<file path="config.mk">
export PLATFORM = sky130hd
export DESIGN_NAME = car_light_ctrl_flat
export DESIGN_NICKNAME = d
export VERILOG_FILES = /design/src/rtl/car_light_pkg.sv /design/src/rtl/car_light_if.sv /design/src/rtl/blink_phase_gen.sv /design/src/rtl/car_light_ctrl.sv /design/src/flat_wrapper.sv
export SDC_FILE = /design/constraint.sdc
export NUM_CORES = 1
export LEC_CHECK = 0
export CORE_MARGIN = 3
export CORE_UTILIZATION = 43
export DETAILED_ROUTE_END_ITERATION = 10
export GPL_TIMING_DRIVEN = 0
export PLACE_DENSITY = 0.67
export SYNTH_ARGS = -nofsm -noshare
export SYNTH_HDL_FRONTEND = slang
export SYNTH_SLANG_ARGS = --single-unit
export TNS_END_PERCENT = 100
</file>
<file path="constraint.sdc">
create_clock -name clk -period 6.5 [get_ports clk]
set_clock_uncertainty 0.05 [all_clocks]
set_input_delay 1.3 -clock clk [delete_from_list [all_inputs] [get_ports clk]]
set_output_delay 1.3 -clock clk [all_outputs]
set_load 0.05 [all_outputs]
</file>
<file path="src/rtl/car_light_pkg.sv">
// Shared lamp-mode encodings and a width helper for the lamp controller.
package car_light_pkg;

  localparam logic [1:0] MODE_OFF   = 2'b00;
  localparam logic [1:0] MODE_ON    = 2'b01;
  localparam logic [1:0] MODE_BLINK = 2'b10;
  localparam logic [1:0] MODE_COUNT = 2'b11;

  // Bits needed for a counter of n states (0..n-1), never less than one.
  function automatic int cnt_w(input int n);
    return (n < 2) ? 1 : $clog2(n);
  endfunction

endpackage

</file>
<file path="src/rtl/car_light_if.sv">
// Mode/hazard in, lamp/done/phase out between the driving-state FSM and the LED pins.
interface car_light_if #(
  parameter int NUM_CH = 2
);
  logic [2*NUM_CH-1:0] mode;
  logic                hazard;
  logic [NUM_CH-1:0]   lamp;
  logic [NUM_CH-1:0]   done;
  logic                phase;

  modport master (output mode, hazard, input lamp, done, phase);
  modport slave  (input mode, hazard, output lamp, done, phase);
endinterface

</file>
<file path="src/rtl/blink_phase_gen.sv">
// Shared half-period counter and blink phase; restart forces a fresh full on-half.
// Tick is combinational from cnt; no backpressure.
module blink_phase_gen
  import car_light_pkg::*;
#(
  parameter int HALF_PERIOD = 75
) (
  input  logic clk,
  input  logic rst,
  input  logic restart,
  output logic phase,
  output logic tick
);
  localparam int            CW   = cnt_w(HALF_PERIOD);
  localparam logic [CW-1:0] LAST = CW'(HALF_PERIOD - 1);

  logic [CW-1:0] cnt;

  assign tick = (cnt == LAST);

  always_ff @(posedge clk) begin
    if (rst) begin
      cnt   <= '0;
      phase <= 1'b0;
    end else if (restart) begin
      cnt   <= '0;
      phase <= 1'b1;
    end else if (tick) begin
      cnt   <= '0;
      phase <= ~phase;
    end else begin
      cnt <= cnt + CW'(1);
    end
  end

endmodule

</file>
<file path="src/rtl/car_light_ctrl.sv">
// Multi-channel lamp controller: off/steady/blink/counted blink per lamp, hazard override.
// Lamp and done are registered, one cycle after inputs; no backpressure.
module car_light_ctrl
  import car_light_pkg::*;
#(
  parameter int NUM_CH      = 2,
  parameter int HALF_PERIOD = 75,
  parameter int PULSE_N     = 3
) (
  input  logic        clk,
  input  logic        rst,
  car_light_if.slave  bus
);
  localparam int            RW       = cnt_w(PULSE_N + 1);
  localparam logic [RW-1:0] PULSE_LD = RW'(PULSE_N);

  logic              blink_active_q;
  logic              want_blink;
  logic              restart;
  logic              phase;
  logic              tick;
  logic              eff_tick;
  logic              phase_next;
  logic [NUM_CH-1:0] blink_req;
  logic [NUM_CH-1:0] lamp_vec;
  logic [NUM_CH-1:0] done_vec;

  blink_phase_gen #(.HALF_PERIOD(HALF_PERIOD)) u_phase (
    .clk     (clk),
    .rst     (rst),
    .restart (restart),
    .phase   (phase),
    .tick    (tick)
  );

  // A restart swallows a coincident tick, so it can never count as an on->off edge.
  assign eff_tick   = tick & ~restart;
  assign phase_next = restart | (eff_tick ? ~phase : phase);
  assign want_blink = bus.hazard | (|blink_req);
  assign restart    = want_blink & ~blink_active_q;

  always_ff @(posedge clk) begin
    if (rst) blink_active_q <= 1'b0;
    else     blink_active_q <= want_blink;
  end

  for (genvar i = 0; i < NUM_CH; i++) begin : g_ch
    logic [1:0]    m;
    logic [1:0]    prev_mode;
    logic [RW-1:0] rem;
    logic [RW-1:0] rem_next;
    logic          entry;
    logic          dec;
    logic          lamp_next;
    logic          done_next;
    logic          lamp_q;
    logic          done_q;

    assign m     = bus.mode[2*i +: 2];
    assign entry = (m == MODE_COUNT) && (prev_mode != MODE_COUNT);
    assign dec   = eff_tick & phase & (rem != '0) & ~bus.hazard;
    // A COUNT entry requests blinking at once so its first flash gets a full on-half.
    assign blink_req[i] = (m == MODE_BLINK) | ((m == MODE_COUNT) & (entry | (rem != '0)));

    always_comb begin
      rem_next  = rem;
      done_next = 1'b0;
      lamp_next = 1'b0;
      if (m != MODE_COUNT) begin
        rem_next = '0;
      end else if (entry) begin
        rem_next = PULSE_LD;
      end else if (dec) begin
        rem_next  = rem - RW'(1);
        done_next = (rem == RW'(1));
      end
      if (bus.hazard) begin
        lamp_next = phase_next;
      end else begin
        case (m)
          MODE_ON:    lamp_next = 1'b1;
          MODE_BLINK: lamp_next = phase_next;
          MODE_COUNT: lamp_next = phase_next & (rem_next != '0);
          default:    lamp_next = 1'b0;
        endcase
      end
    end

    always_ff @(posedge clk) begin
      if (rst) begin
        prev_mode <= MODE_OFF;
        rem       <= '0;
        lamp_q    <= 1'b0;
        done_q    <= 1'b0;
      end else begin
        prev_mode <= m;
        rem       <= rem_next;
        lamp_q    <= lamp_next;
        done_q    <= done_next;
      end
    end

    assign lamp_vec[i] = lamp_q;
    assign done_vec[i] = done_q;
  end

  assign bus.lamp  = lamp_vec;
  assign bus.done  = done_vec;
  assign bus.phase = phase;

endmodule
</file>
<file path="src/flat_wrapper.sv">
// flat-port wrapper written by rule: the top's interface ports become plain ports
module car_light_ctrl_flat import car_light_pkg::*;
#(
  parameter int NUM_CH      = 2,
  parameter int HALF_PERIOD = 75,
  parameter int PULSE_N     = 3
)
  (clk, rst, bus_mode, bus_hazard, bus_lamp, bus_done, bus_phase);
  car_light_if #(.NUM_CH(NUM_CH)) bus_i ();
  input  logic clk;
  input  logic rst;
  input wire logic [$bits(bus_i.mode)-1:0] bus_mode;
  input wire logic [$bits(bus_i.hazard)-1:0] bus_hazard;
  output wire logic [$bits(bus_i.lamp)-1:0] bus_lamp;
  output wire logic [$bits(bus_i.done)-1:0] bus_done;
  output wire logic [$bits(bus_i.phase)-1:0] bus_phase;
  assign bus_i.mode = bus_mode;
  assign bus_i.hazard = bus_hazard;
  assign bus_lamp = bus_i.lamp;
  assign bus_done = bus_i.done;
  assign bus_phase = bus_i.phase;
  car_light_ctrl #(.NUM_CH(NUM_CH), .HALF_PERIOD(HALF_PERIOD), .PULSE_N(PULSE_N)) u_core (.clk(clk), .rst(rst), .bus(bus_i));
endmodule
</file>
==> load_flow_metrics.sql <==
INSERT INTO impl_metrics (metric_group, metric, value, unit) VALUES
('run_status', 'outcome', 'finished clean', ''),
('routing', 'viasPerCell', '5.32', ''),
('timing', 'max_slew.worst_pin.slew', '0.573', 'ns'),
('routing', 'dr.first_iter.drc_count', '20', ''),
('routing', 'wire_per_inst', '11.8', 'µm'),
('setup_path', 'crit_path_max_fanout', '6', ''),
('floorplanning', 'die-area', '0.00294', 'mm²'),
('clock_network', 'cts.sink_count', '21', ''),
('timing', 'finalWorstSetupSlack', '2.74', 'ns'),
('power', 'internal_power', '0.172', 'mW'),
('global_routing', 'grt_use_total', '14.5', '%'),
('power', 'power_leakage', '0.418', 'nW'),
('final_layout', 'syn2layout_area_growth', '16.0', '%'),
('yosys', 'leading_cell_type_by_number_of_instances_after_synthesis', 'sky130_fd_sc_hd__dfxtp_1', ''),
('yosys', 'ys_types', '28', ''),
('global_routing', 'grt_start_max_net_pins', '12', ''),
('power', 'clkPwrFrac', '26.3', '%'),
('setup_path', 'critPathLaunch', 'bus_mode[0]', ''),
('setup_path', 'cp_data_required_time', '6.63', 'ns'),
('yosys', 'dominant_combinational_cell_family_by_area_after_synthesis', 'simple AND/OR/NAND/NOR gates', ''),
('yosys', 'post_synth_inst_count', '110', ''),
('power', 'comb_power_share', '13.9', '%'),
('setup_path', 'worstReg2RegStart', 'u_core.g_ch[0].rem[0]$_SDFF_PP0_', ''),
('placed_design', 'globalplace.congestion', '0.824', ''),
('run', 'cap_viol_max_count', '0', ''),
('yosys', 'synth_enable_flop_cells', '0', ''),
('timing', 'fin_hold_ws', '0.420', 'ns'),
('setup_path', 'path_class', 'in -> reg', ''),
('global_routing', 'groute.layer.met2.usage', '22.7', '%'),
('yosys', 'ys.flop_type', 'sky130_fd_sc_hd__dfxtp_1', ''),
('clock_network', 'ctsHoldBuffers', '0', ''),
('global_routing', 'met3_use_gr', '5.72', '%'),
('clock_network', 'count_of_instances_resized_after_the_clock_tree_is_built', '0', ''),
('timing', 'final-max-slew-violation-count', '0', ''),
('final_layout', 'multiInputGateArea', '519', 'µm²'),
('yosys', 'synth_compound_area_share', '11.5', '%'),
('clock_network', 'clock_insertion_delay_worst_skew', '0.30', 'ns'),
('placed_design', 'placed_cells', '147', ''),
('clock_network', 'clock-root-buffer', 'sky130_fd_sc_hd__clkbuf_4', ''),
('yosys', 'post_synth_instance_area', '1000', 'µm²'),
('final_layout', 'finalNonFillerCells', '151', ''),
('clock_network', 'cts.path.max_buffers', '2', ''),
('final_layout', 'drive_gt1_share', '8.06', '%'),
('placed_design', 'placedInstanceArea', '0.00113', 'mm²'),
('yosys', 'syn-num-nets', '124', ''),
('yosys', 'synth_xor_xnor_area_share', '7.01', '%'),
('floorplanning', 'floorplan.die.height', '54.2', 'µm'),
('timing', 'finalHoldViolCount', '0', ''),
('power', 'power.sequential.fraction', '59.8', '%'),
('setup_path', 'timing.critical_path.from_type', 'input port', ''),
('routing', 'antenna_violating_nets_post_route', '0', ''),
('routing', 'finalWirelength', '1790', 'µm'),
('hold_path', 'class_of_the_most_critical_hold_timing_path', 'reg -> reg', ''),
('timing', 'setup_viol', '0', ''),
('timing', 'time_the_worst_path_needs_with_i_o_delays_and_setup', '3.76', 'ns'),
('yosys', 'yosys_warnings', '0', ''),
('final_layout', 'regArea', '420', 'µm²'),
('global_routing', 'grt_busiest_layer', 'met2', ''),
('floorplanning', 'placeableCoreArea', '0.00208', 'mm²'),
('timing', 'maxSlewHeadroom', '61.7', '%'),
('timing', 'rsz0062_at_grt', 'false', ''),
('yosys', 'synthMuxAreaShare', '1.00', '%'),
('power', 'netSwitchingPower', '0.0597', 'mW'),
('yosys', 'yosys.area_share.simple', '23.7', '%'),
('yosys', 'asyncSetResetFlopFracSynth', '0', '%'),
('final_layout', 'antennaDiodeCount', '0', ''),
('power', 'vdd_ir_drop_max', '0.140', 'mV'),
('timing', 'post-route-period-util', '57.9', '%'),
('global_routing', 'grt.met1_usage', '18.5', '%'),
('global_routing', 'first_global_vias', '690', ''),
('setup_path', 'worstPathArrival', '3.89', 'ns');
[worst max-delay path, stage by stage]
cell and delay (ns):
sky130_fd_sc_hd__clkdlybuf4s50_1 0.56, sky130_fd_sc_hd__nand4_1 0.16, sky130_fd_sc_hd__a221oi_2 0.44, sky130_fd_sc_hd__or2_1 0.17, sky130_fd_sc_hd__nor2b_1 0.13, sky130_fd_sc_hd__ha_1 0.17, sky130_fd_sc_hd__nor3b_2 0.36, sky130_fd_sc_hd__nand3_1 0.12
sky130_fd_sc_hd__a2111oi_1 0.38, sky130_fd_sc_hd__a211oi_1 0.09
[layer usage]
layer / routed length (µm) / vias up
met2: 819 / 16
met4: 13 / 0
met5: 0 / -
li1: - / 410
met3: 100 / 2
met1: 855 / 375
[registers in the layout (all words and copies together) (netlist names)]
name                   flops
u_core.u_phase.cnt         7
u_core.g_ch.done_q         2
u_core.g_ch.rem            4
u_core.blink_active_q      1
u_core.g_ch.prev_mode      4
u_core.u_phase.phase       1
u_core.g_ch.lamp_q         2
[logic make-up (layout without fill, tap and decap cells)]
group,after synthesis,after routing
AOI/OAI and AO/OA,16,16
xor gates and xnor gates,8,8
adders and majority gates,7,7
buffers and inverters,12,26
DFF,21,21
muxes,1,1
and+or+nand+nor,45,45
[final timing paths]
kind / endpoint / slack, ns / cells after the start
worst min register to register: u_core.u_phase.cnt[0]$_SDFF_PP0_ / 0.42 / 1
worst max-delay path: u_core.g_ch[0].lamp_q$_SDFF_PP0_ / 2.74 / 10
worst min-delay path: u_core.u_phase.cnt[0]$_SDFF_PP0_ / 0.42 / 1
worst max register to register: u_core.g_ch[0].lamp_q$_SDFF_PP0_ / 3.67 / 11
[placed cells by master (no fill, tap or decap)]
cell / n
sky130_fd_sc_hd__nor4bb_1: 1
sky130_fd_sc_hd__a21oi_1: 3
sky130_fd_sc_hd__nor2_1: 16
sky130_fd_sc_hd__clkdlybuf4s50_1: 10
sky130_fd_sc_hd__nor3b_2: 2
sky130_fd_sc_hd__o211ai_1: 1
sky130_fd_sc_hd__a221oi_2: 1
sky130_fd_sc_hd__a31oi_1: 4
sky130_fd_sc_hd__or3_1: 2
sky130_fd_sc_hd__nand3_1: 8
sky130_fd_sc_hd__xor2_1: 3
sky130_fd_sc_hd__mux2i_1: 1
sky130_fd_sc_hd__nand2b_1: 1
sky130_fd_sc_hd__o21ai_0: 2
sky130_fd_sc_hd__nand4_1: 4
sky130_fd_sc_hd__inv_1: 7
sky130_fd_sc_hd__a211o_1: 1
sky130_fd_sc_hd__nand3b_1: 1
sky130_fd_sc_hd__a2111oi_0: 1
sky130_fd_sc_hd__buf_4: 4
sky130_fd_sc_hd__nand2_1: 5
sky130_fd_sc_hd__nor2b_1: 4
sky130_fd_sc_hd__a211oi_1: 2
sky130_fd_sc_hd__a2111oi_1: 1
sky130_fd_sc_hd__or2_1: 1
sky130_fd_sc_hd__clkbuf_4: 3
sky130_fd_sc_hd__xnor2_1: 5
sky130_fd_sc_hd__dfxtp_1: 21
sky130_fd_sc_hd__ha_1: 7
sky130_fd_sc_hd__clkbuf_1: 2
[power groups by stage]
stage,clock (mW),sequential (mW),combinational [mW]
after global placement,0,0.141,0.0315
after CTS,0.0644,0.139,0.0322
after global routing,0.0718,0.140,0.0349
after detailed placement,0,0.142,0.0322
final,0.0609,0.139,0.0321
after floorplan,0,0.142,0.0193
[cell type report]
class	count	area share [%]
buffer	5	2.91
sequential	21	36.2
tap	27	2.91
multi-input combinational	77	44.8
timing repair buffer	10	8.63
inverter	7	2.27
clock buffer	4	2.27
Power figures use the tool's default switching activity.
